## src/rtl/gb_lcd_pixel_tx.sv

```systemverilog
// GameBoy LCD pixel transmitter: serializes 2bpp tile rows through the BGP palette
// into the LD/PX_VALID stream while sequencing OAM/XFER/HBLANK/VBLANK dot timing.
module gb_lcd_pixel_tx #(
    parameter int H_PIXELS    = 160,
    parameter int V_LINES     = 144,
    parameter int LINE_DOTS   = 456,
    parameter int TOTAL_LINES = 154,
    parameter int OAM_DOTS    = 80
) (
    input  logic       clk,
    input  logic       reset,
    input  logic       ce,
    input  logic       lcd_on,
    input  logic [7:0] bgp,
    input  logic [7:0] tile_lo,
    input  logic [7:0] tile_hi,
    input  logic       tile_valid,
    output logic       tile_ready,
    output logic [1:0] LD,
    output logic       PX_VALID,
    output logic [7:0] LX,
    output logic [7:0] LY,
    output logic [1:0] MODE,
    output logic       VBLANK_PULSE,
    output logic       UNDERRUN
);

    typedef enum logic [1:0] {
        HBLANK = 2'd0,
        VBLANK = 2'd1,
        OAM    = 2'd2,
        XFER   = 2'd3
    } mode_t;

    localparam logic [8:0] DOT_LAST = 9'(LINE_DOTS - 1);
    localparam logic [8:0] DOT_XFER = 9'(OAM_DOTS);
    localparam logic [7:0] LY_LAST  = 8'(TOTAL_LINES - 1);
    localparam logic [7:0] LY_VIS   = 8'(V_LINES);
    localparam logic [7:0] LX_END   = 8'(H_PIXELS);
    localparam logic [7:0] LX_LAST  = 8'(H_PIXELS - 1);

    mode_t      state, state_n;
    logic [8:0] dot, dot_n;
    logic [7:0] ly, ly_n;
    logic [7:0] lx;
    logic [3:0] cnt;
    logic [7:0] lo_sr, hi_sr;
    logic       line_end, emit, last_px, load, underrun_c;
    logic [1:0] idx;

    always_comb begin
        line_end   = ce && (dot == DOT_LAST);
        emit       = ce && (state == XFER) && (cnt != 4'd0);
        last_px    = emit && (lx == LX_LAST);
        tile_ready = lcd_on && !reset && (state == XFER) && (cnt == 4'd0) && (lx < LX_END);
        load       = tile_valid && tile_ready;
        // A line that finishes its last pixel on the final dot is complete, not starved.
        underrun_c = line_end && (state == XFER) && !last_px;
        idx        = {hi_sr[7], lo_sr[7]};

        dot_n = dot;
        if (ce) dot_n = line_end ? 9'd0 : dot + 9'd1;
        ly_n = ly;
        if (line_end) ly_n = (ly == LY_LAST) ? 8'd0 : ly + 8'd1;

        state_n = state;
        if (ly_n >= LY_VIS)         state_n = VBLANK;
        else if (dot_n < DOT_XFER)  state_n = OAM;
        else if (dot_n == DOT_XFER) state_n = XFER;
        else if (last_px)           state_n = HBLANK;
    end

    always_ff @(posedge clk) begin
        if (reset || !lcd_on) begin
            state        <= HBLANK;
            dot          <= 9'd0;
            ly           <= 8'd0;
            lx           <= 8'd0;
            cnt          <= 4'd0;
            lo_sr        <= 8'd0;
            hi_sr        <= 8'd0;
            LD           <= 2'd0;
            PX_VALID     <= 1'b0;
            VBLANK_PULSE <= 1'b0;
            UNDERRUN     <= 1'b0;
        end else begin
            state        <= state_n;
            dot          <= dot_n;
            ly           <= ly_n;
            PX_VALID     <= emit;
            VBLANK_PULSE <= line_end && (ly_n == LY_VIS);
            UNDERRUN     <= underrun_c;

            if (line_end)  lx <= 8'd0;
            else if (emit) lx <= lx + 8'd1;

            if (underrun_c)  cnt <= 4'd0;
            else if (load)   cnt <= 4'd8;
            else if (emit)   cnt <= cnt - 4'd1;

            // load and emit are exclusive: load needs cnt==0, emit needs cnt>0
            if (load) begin
                lo_sr <= tile_lo;
                hi_sr <= tile_hi;
            end else if (emit) begin
                LD    <= bgp[{idx, 1'b1} -: 2];
                lo_sr <= {lo_sr[6:0], 1'b0};
                hi_sr <= {hi_sr[6:0], 1'b0};
            end
        end
    end

    assign LX   = lx;
    assign LY   = ly;
    assign MODE = state;

endmodule

```

## config.mk

```make
export PLATFORM = sky130hd
export DESIGN_NAME = gb_lcd_pixel_tx
export DESIGN_NICKNAME = d
export VERILOG_FILES = /design/src/rtl/gb_lcd_pixel_tx.sv
export SDC_FILE = /design/constraint.sdc
export NUM_CORES = 1
export LEC_CHECK = 0
export BUFFER_PORTS_ARGS = -buffer_cell sky130_fd_sc_hd__buf_2
export CORE_AREA = 2 2 80 82
export DETAILED_ROUTE_END_ITERATION = 7
export DIE_AREA = 0 0 82 84
export PLACE_DENSITY = 0.66
export SLEW_MARGIN = 15
export SYNTH_ARGS = -nofsm -noshare
export SYNTH_HDL_FRONTEND = slang
export SYNTH_SLANG_ARGS = --single-unit
```

## constraint.sdc

```tcl
create_clock -name clk -period 2.9 [get_ports clk]
set_input_delay 0.145 -clock clk [delete_from_list [all_inputs] [get_ports clk]]
set_output_delay 0.145 -clock clk [all_outputs]
set_load 0.01 [all_outputs]
```

==> results of run 1 <==
-- layout make-up --
type | instances | area, sq um
Clock buffer | 5 | 68.8
Clock inverter | 3 | 26.3
Fill cell | 641 | 3080
Inverter | 6 | 22.5
Multi-Input combinational cell | 235 | 1480
Sequential cell | 52 | 1040
Tap cell | 77 | 96.3
Timing Repair Buffer | 56 | 290
-- power breakdown --
group	total (W)	leakage, nW	internal [W]	switching, W
Clock	0.000437	0.0423	0.000176	0.000261
Combinational	0.0000451	0.599	0.0000217	0.0000234
Sequential	0.000717	0.419	0.000715	0.00000209
-- cell usage after synthesis, types with 4 or more instances --
master	count	share of area, %
nand4_1	9	2.1
a22oi_1	14	4.0
and3_1	5	1.2
xnor2_1	8	2.7
o21ai_0	10	1.9
a21oi_1	28	5.3
clkbuf_1	15	2.1
xor2_1	10	3.3
nor3_1	8	1.5
ha_1	6	2.9
inv_1	6	0.86
nor2_1	36	5.1
a211oi_1	7	2.0
a31oi_1	4	0.95
nor4_1	4	0.95
nand3_1	11	2.1
dfxtp_1	52	40
nand2_1	32	4.6
or3_1	4	0.95
nand2b_1	6	1.4
-- sequential cells by signal, summed over array words and instances, names as in the netlist --
name	count
LD	2
LX	8
LY	8
MODE	2
PX_VALID	1
UNDERRUN	1
VBLANK_PULSE	1
cnt	4
dot	9
hi_sr	8
lo_sr	8
-- final timing paths --
kind | from | end | slack, ns | depth (start not counted)
worst min-delay path | tile_lo[0] | lo_sr[0]$_SDFFE_PP0P_ | 0.07 | 3
worst max register to register | dot[0]$_SDFF_PP0_ | MODE[1]$_SDFFE_PP0P_ | 0.38 | 7
worst max-delay path | dot[0]$_SDFF_PP0_ | MODE[1]$_SDFFE_PP0P_ | 0.38 | 7
worst min register to register | lo_sr[4]$_SDFFE_PP0P_ | lo_sr[4]$_SDFFE_PP0P_ | 0.46 | 2
-- metrics by stage --
step	util (%)	setup WS [ns]
floorplan	-	0.756
finish	49.5	0.380
global placement	48.0	0.468
detailed placement	48.0	0.376
CTS	49.5	0.362
global route	49.5	0.163
-- worst max-delay path: cells and delay by family, from the launching register on --
family,cells,cell delay (ns)
flops,1,0.45
simple gates,3,1.21
compound gates,3,0.52
fa+ha+maj,1,0.25
-- cell families after synthesis --
group                    count (synthesis)  synth area share [%]
XOR/XNOR                                18                  5.99
AO/OA/AOI/OAI                           76                  18.8
adder cells (fa/ha/maj)                  6                  2.85
AND/OR/NAND/NOR                        133                  26.7
multiplexers                             2                  1.71
buffers and inverters                   26                  4.42
flip-flops                              52                  39.5
-- per-layer routing --
metal  share of wire, %  track usage (%)
met3                5.3             4.33
met4                1.7             6.52
met2                 46             26.2
met5                  0                0
met1                 47             23.3
==> results.md, run 1 <==
- Run status: completed
- Syn Inst Count: 313
- Vias per cell: roughly 5.5
- RSZ-0062 raised after global routing: false
- Synth cell types: 47
- DRC Markers: 0
- Max VDD drop: ~0.24 mV
- Post-cts repair resize count: 0
- Number of global-route vias before repair: about 2100
- Clock transition at path regs: 0.10 ns
- Placed instance area: roughly 3000 sq um
- Async set or reset register ratio after synthesis: 0%
- Deepest clock path buffer count: 2
- Hpwl dp: 4010 um
- Commonest non-fill, non-tap cells in the layout: 52 x dfxtp_1, 52 x buf_2, 36 x nor2_1
- Post-DRT Antenna Nets: 0
- Tcrit/Tclk final: 86.9%
- Power Density: around 400 nW/um^2
- Final setup vio count: 0
- Startpoint Class: register
- ANT cells: 0
- Ys flop type: dfxtp_1
- Cts hold-fix bufs: 0
- Cell Area, Synth: ~2600 sq um
- GRT Overall Usage: 17.2%
- Largest net degree at the start of global routing: 40
- Fmax: 0.397 GHz
- DIE AREA: 6890 sq um
- Nets: 391
- CP Capture Type: register
- GPL Wtd Cong: 0.825
- CTS Buf Count: 5
- Leak Pwr: 1.06 nW
- Total iterations of the first detailed-routing run: 4
- Clk_lat worst skew: about 0.31 ns
- Initial antenna violation count: 0
- Hold Path Class: in2reg
- Fin. Hold Viols: 0
- 1st-iter DRT viols: 147
- CP required: about 3.1 ns
- Chip Height: approximately 84 um
- Num rows: 29
- Post-Place Cells: between 400 and 500
- Hold WS: around 0.074 ns
- Synth-to-layout area growth: 14.7%
- Core Box Area: 6100 sq um
- Clk Tree Root Cell: clkbuf_8
- I/O pins: between 50 and 60
- H-tree levels: 2
- Critical path fanouts, max: 16
- CTS tree: built
- Die width: just over 80 um
- Critical Path AT: approximately 2.8 ns
- Final Cell Area: between 3000 and 4000 sq um
- Worst relative slew slack: around 38%
- Congestion Overflow GR: 0
- PortBufs: 52
- Syn Nets: around 350
- Initial Util: a little over two fifths
- Layout Skew: roughly 0.0052 ns
- Post-Syn Area per Cell: 8.41 sq um
- Final WL: roughly 5600 um
- Final worst path period need: ~2.5 ns
- Slew Viols, Final: 0
- Layout Cells excl Fill: between 400 and 500
- Flops & latches, synth: 52
- Setup TNS: 0 ns
- First-pass GRT wire length: 9470 um
- CP Cell Sequence: ha_1, nand3_1, or3_1, nor3_4, a31o_2, a221oi_2, a311oi_2
- Worst Max-Slew Pin Slew: around 0.93 ns
- Pwr Total: about 0.0012 W
- Crit-path slowest cell: or3_1
- Clock sinks: 52
- CP peak stage delay: between 0.6 and 0.7 ns
- Number of synthesized flops with an enable pin: 0
- Layout cells sized above 1: a little over a fifth
- Post-CTS setup buffers: 0
- Routed WL per cell: 13.0 um
- Syn. warnings: 0
- Sequential area share after synthesis: about two fifths
- Crit path kind: reg2reg
- Max Cap Viol: 0
- Vias: approximately 2400
Note: power is estimated with default switching activity, not from simulation.
==> run 2: changes to the inputs <==
--- a/config.mk
+++ b/config.mk
@@ -6,10 +6,11 @@
 export NUM_CORES = 1
 export LEC_CHECK = 0
 export BUFFER_PORTS_ARGS = -buffer_cell sky130_fd_sc_hd__buf_2
-export CORE_AREA = 2 2 80 82
+export CAP_MARGIN = 20
+export CORE_AREA = 2 2 90 92
 export DETAILED_ROUTE_END_ITERATION = 7
-export DIE_AREA = 0 0 82 84
-export PLACE_DENSITY = 0.66
+export DIE_AREA = 0 0 92 94
+export SETUP_SLACK_MARGIN = 0.4
 export SLEW_MARGIN = 15
 export SYNTH_ARGS = -nofsm -noshare
 export SYNTH_HDL_FRONTEND = slang
==> results.md, run 2 (synthesis gave the netlist of run 1 again) <==
- Run status: completed
- RSZ-0062 raised after global routing: true
- Clock transition at path regs: 0.09 ns (about the same)
- Startpoint Class: register
- Fin. Hold Viols: 0 (unchanged)
- Top reg by flops: dot
- Worst R2R Setup Slack: 0.55 ns (+0.17 ns)
- Placed instance area: 2960 sq um (+1.1%)
- Max reg flops: 9 (unchanged)
- Deepest clock path buffer count: 2 (unchanged)
- Congestion Overflow GR: 0 (unchanged)
- Num rows: 32 (+10%)
- Layout Cells excl Fill: 462 (+6.5%)
- Max Cap Viol: 0 (unchanged)
- Number of global-route vias before repair: 2086 (-0.43%)
- Pwr Total: 0.00126 W (+4.7%)
- Worst reg2reg endpoint: cnt[1]$_SDFFE_PP0P_
- Die width: 92 um (+12%)
- Setup TNS: 0 ns (unchanged)
- Worst Setup EP: cnt[1]$_SDFFE_PP0P_
- Final Cell Area: 3090 sq um (+2.4%)
- Layout Skew: 0.00687 ns (+0.00167 ns)
- Worst R2R Path Depth: 8 (+1)
- First-pass GRT wire length: 9530 um (+0.58%)
- Clock sinks: 52 (unchanged)
- Vias per cell: 5.11 (-6.6%)
- 1st-iter DRT viols: 99 (-33%)
- Post-DRT Antenna Nets: 0 (unchanged)
- Layout cells sized above 1: 21.9% (+0.66 points)
- CP Capture Type: register
- Clk_lat worst skew: 0.30 ns (about the same)
- Total iterations of the first detailed-routing run: 4 (unchanged)
- Final worst path period need: 2.35 ns (-0.166 ns)
- Crit path kind: reg2reg
- Critical path fanouts, max: 8 (-8)
- Synth-to-layout area growth: 17.4%
- Initial antenna violation count: 0 (unchanged)
- Nets: 394 (+0.77%)
- CTS tree: built
- Post-Place Cells: 451 (+5.9%)
- GR peak layer: met2
- Power Density: 406 nW/um^2 (+2.3%)
- Worst relative slew slack: 37.1% (-0.71 points)
- DRC Markers: 0 (unchanged)
- Initial Util: 34.6% (-8.6 points)
- Tcrit/Tclk final: 81.2% (-5.7 points)
- H-tree levels: 2 (unchanged)
- DIE AREA: 8650 sq um (+26%)
- Chip Height: 94 um (+12%)
- Fmax: 0.425 GHz (+7.0%)
- ANT cells: 0 (unchanged)
- Routed WL per cell: 12.8 um (-1.5%)
- Core Box Area: 7610 sq um (+25%)
- Clk Tree Root Cell: clkbuf_8
- Commonest non-fill, non-tap cells in the layout: 52 x dfxtp_1, 52 x buf_2, 36 x nor2_1
- Critical Path AT: 2.57 ns (-0.18 ns)
- Vias: 2361 (-0.55%)
- Max VDD drop: 0.175 mV (-28%)
- Worst Max-Slew Pin Slew: 0.940 ns (+0.0106 ns)
- Met2 Track Usage GR: 23.3% (-2.8 points)
- Final WL: 5910 um (+4.9%)
- Hold Path Class: in2reg
- CP required: 3.12 ns (about the same)
- PortBufs: 52 (unchanged)
- CTS Buf Count: 5 (unchanged)
- Worst setup startpoint: cnt[0]$_SDFFE_PP0P_
- Largest net degree at the start of global routing: 40 (unchanged)
- Filler cells: 813 (+27%)
- GPL Wtd Cong: 0.797 (-3.5%)
- GRT Overall Usage: 13.5% (-3.8 points)
- Met1 usage: 16.6% (-6.6 points)
- M3 GR Usage: 3.45% (-0.88 points)
- I/O pins: 53 (unchanged)
- Final setup vio count: 0 (unchanged)
- Leak Pwr: 1.09 nW (+2.9%)
- Hpwl dp: 4230 um (+5.4%)
- Slew Viols, Final: 0 (unchanged)
- Reg2Reg Launch Point: cnt[0]$_SDFFE_PP0P_
run 2: layout make-up:
type | count | area [sq um] | area share, %
clock buffers | 6 | 72.6 | 2.35
repair buffers | 59 | 313 | 10.1
inverters | 6 | 22.5 | 0.728
clock inverters | 2 | 35.0 | 1.13
flip-flops and latches | 52 | 1040 | 33.7
multi-input cells | 235 | 1480 | 47.9
well taps | 102 | 128 | 4.13
run 2: worst min-delay path by stage:
stage	start	slack, ns	to	cells past startpoint
2_1_floorplan	tile_hi[0]	0.29	hi_sr[0]$_SDFFE_PP0P_	2
3_3_place_gp	tile_hi[0]	0.40	hi_sr[0]$_SDFFE_PP0P_	3
3_5_place_dp	tile_hi[0]	0.40	hi_sr[0]$_SDFFE_PP0P_	3
4_1_cts	tile_hi[0]	0.08	hi_sr[0]$_SDFFE_PP0P_	3
5_1_grt	tile_hi[0]	0.09	hi_sr[0]$_SDFFE_PP0P_	3
6_report	tile_hi[0]	0.09	hi_sr[0]$_SDFFE_PP0P_	3
run 2: where the power goes:
part | switching, W | internal, W
combinational | 0.0000242 | 0.0000218
clock | 0.000236 | 0.000257
sequential | 0.00000216 | 0.000715
total | 0.000262 | 0.000993
run 2: worst max-delay path, stage by stage, from the launching register on:
cell      delay (ns)
dfxtp_1         0.38
inv_1           0.08
ha_1            0.20
nor3b_1         0.18
nor3b_2         0.44
and4_1          0.34
nor3_1          0.08
or3_1           0.36
a211oi_1        0.22
run 2: through the flow:
stage                     setup WS [ns]  util [%]  hold slack (ns)
after floorplan                   0.756         -            0.285
after global placement            0.462      38.9            0.403
after detailed placement          0.397      38.9            0.402
after CTS                         0.522      40.3           0.0785
after global routing              0.309      40.6           0.0878
final                             0.546      40.6           0.0857
run 2: layer usage:
layer,vias up,share of wire (%)
met5,-,0
met4,0,1.4
met3,9,5.0
met2,55,49
met1,1076,45
li1,1221,-
run 2: what timing repair did:
item / 4_1_cts / 5_1_grt
gates cloned: 0 / 0
gates resized for setup: 1 / 0
endpoints found under the setup margin: 1 / 16
setup buffers: 0 / 3
pin swaps: 0 / 1
hold buffers: 0 / 0
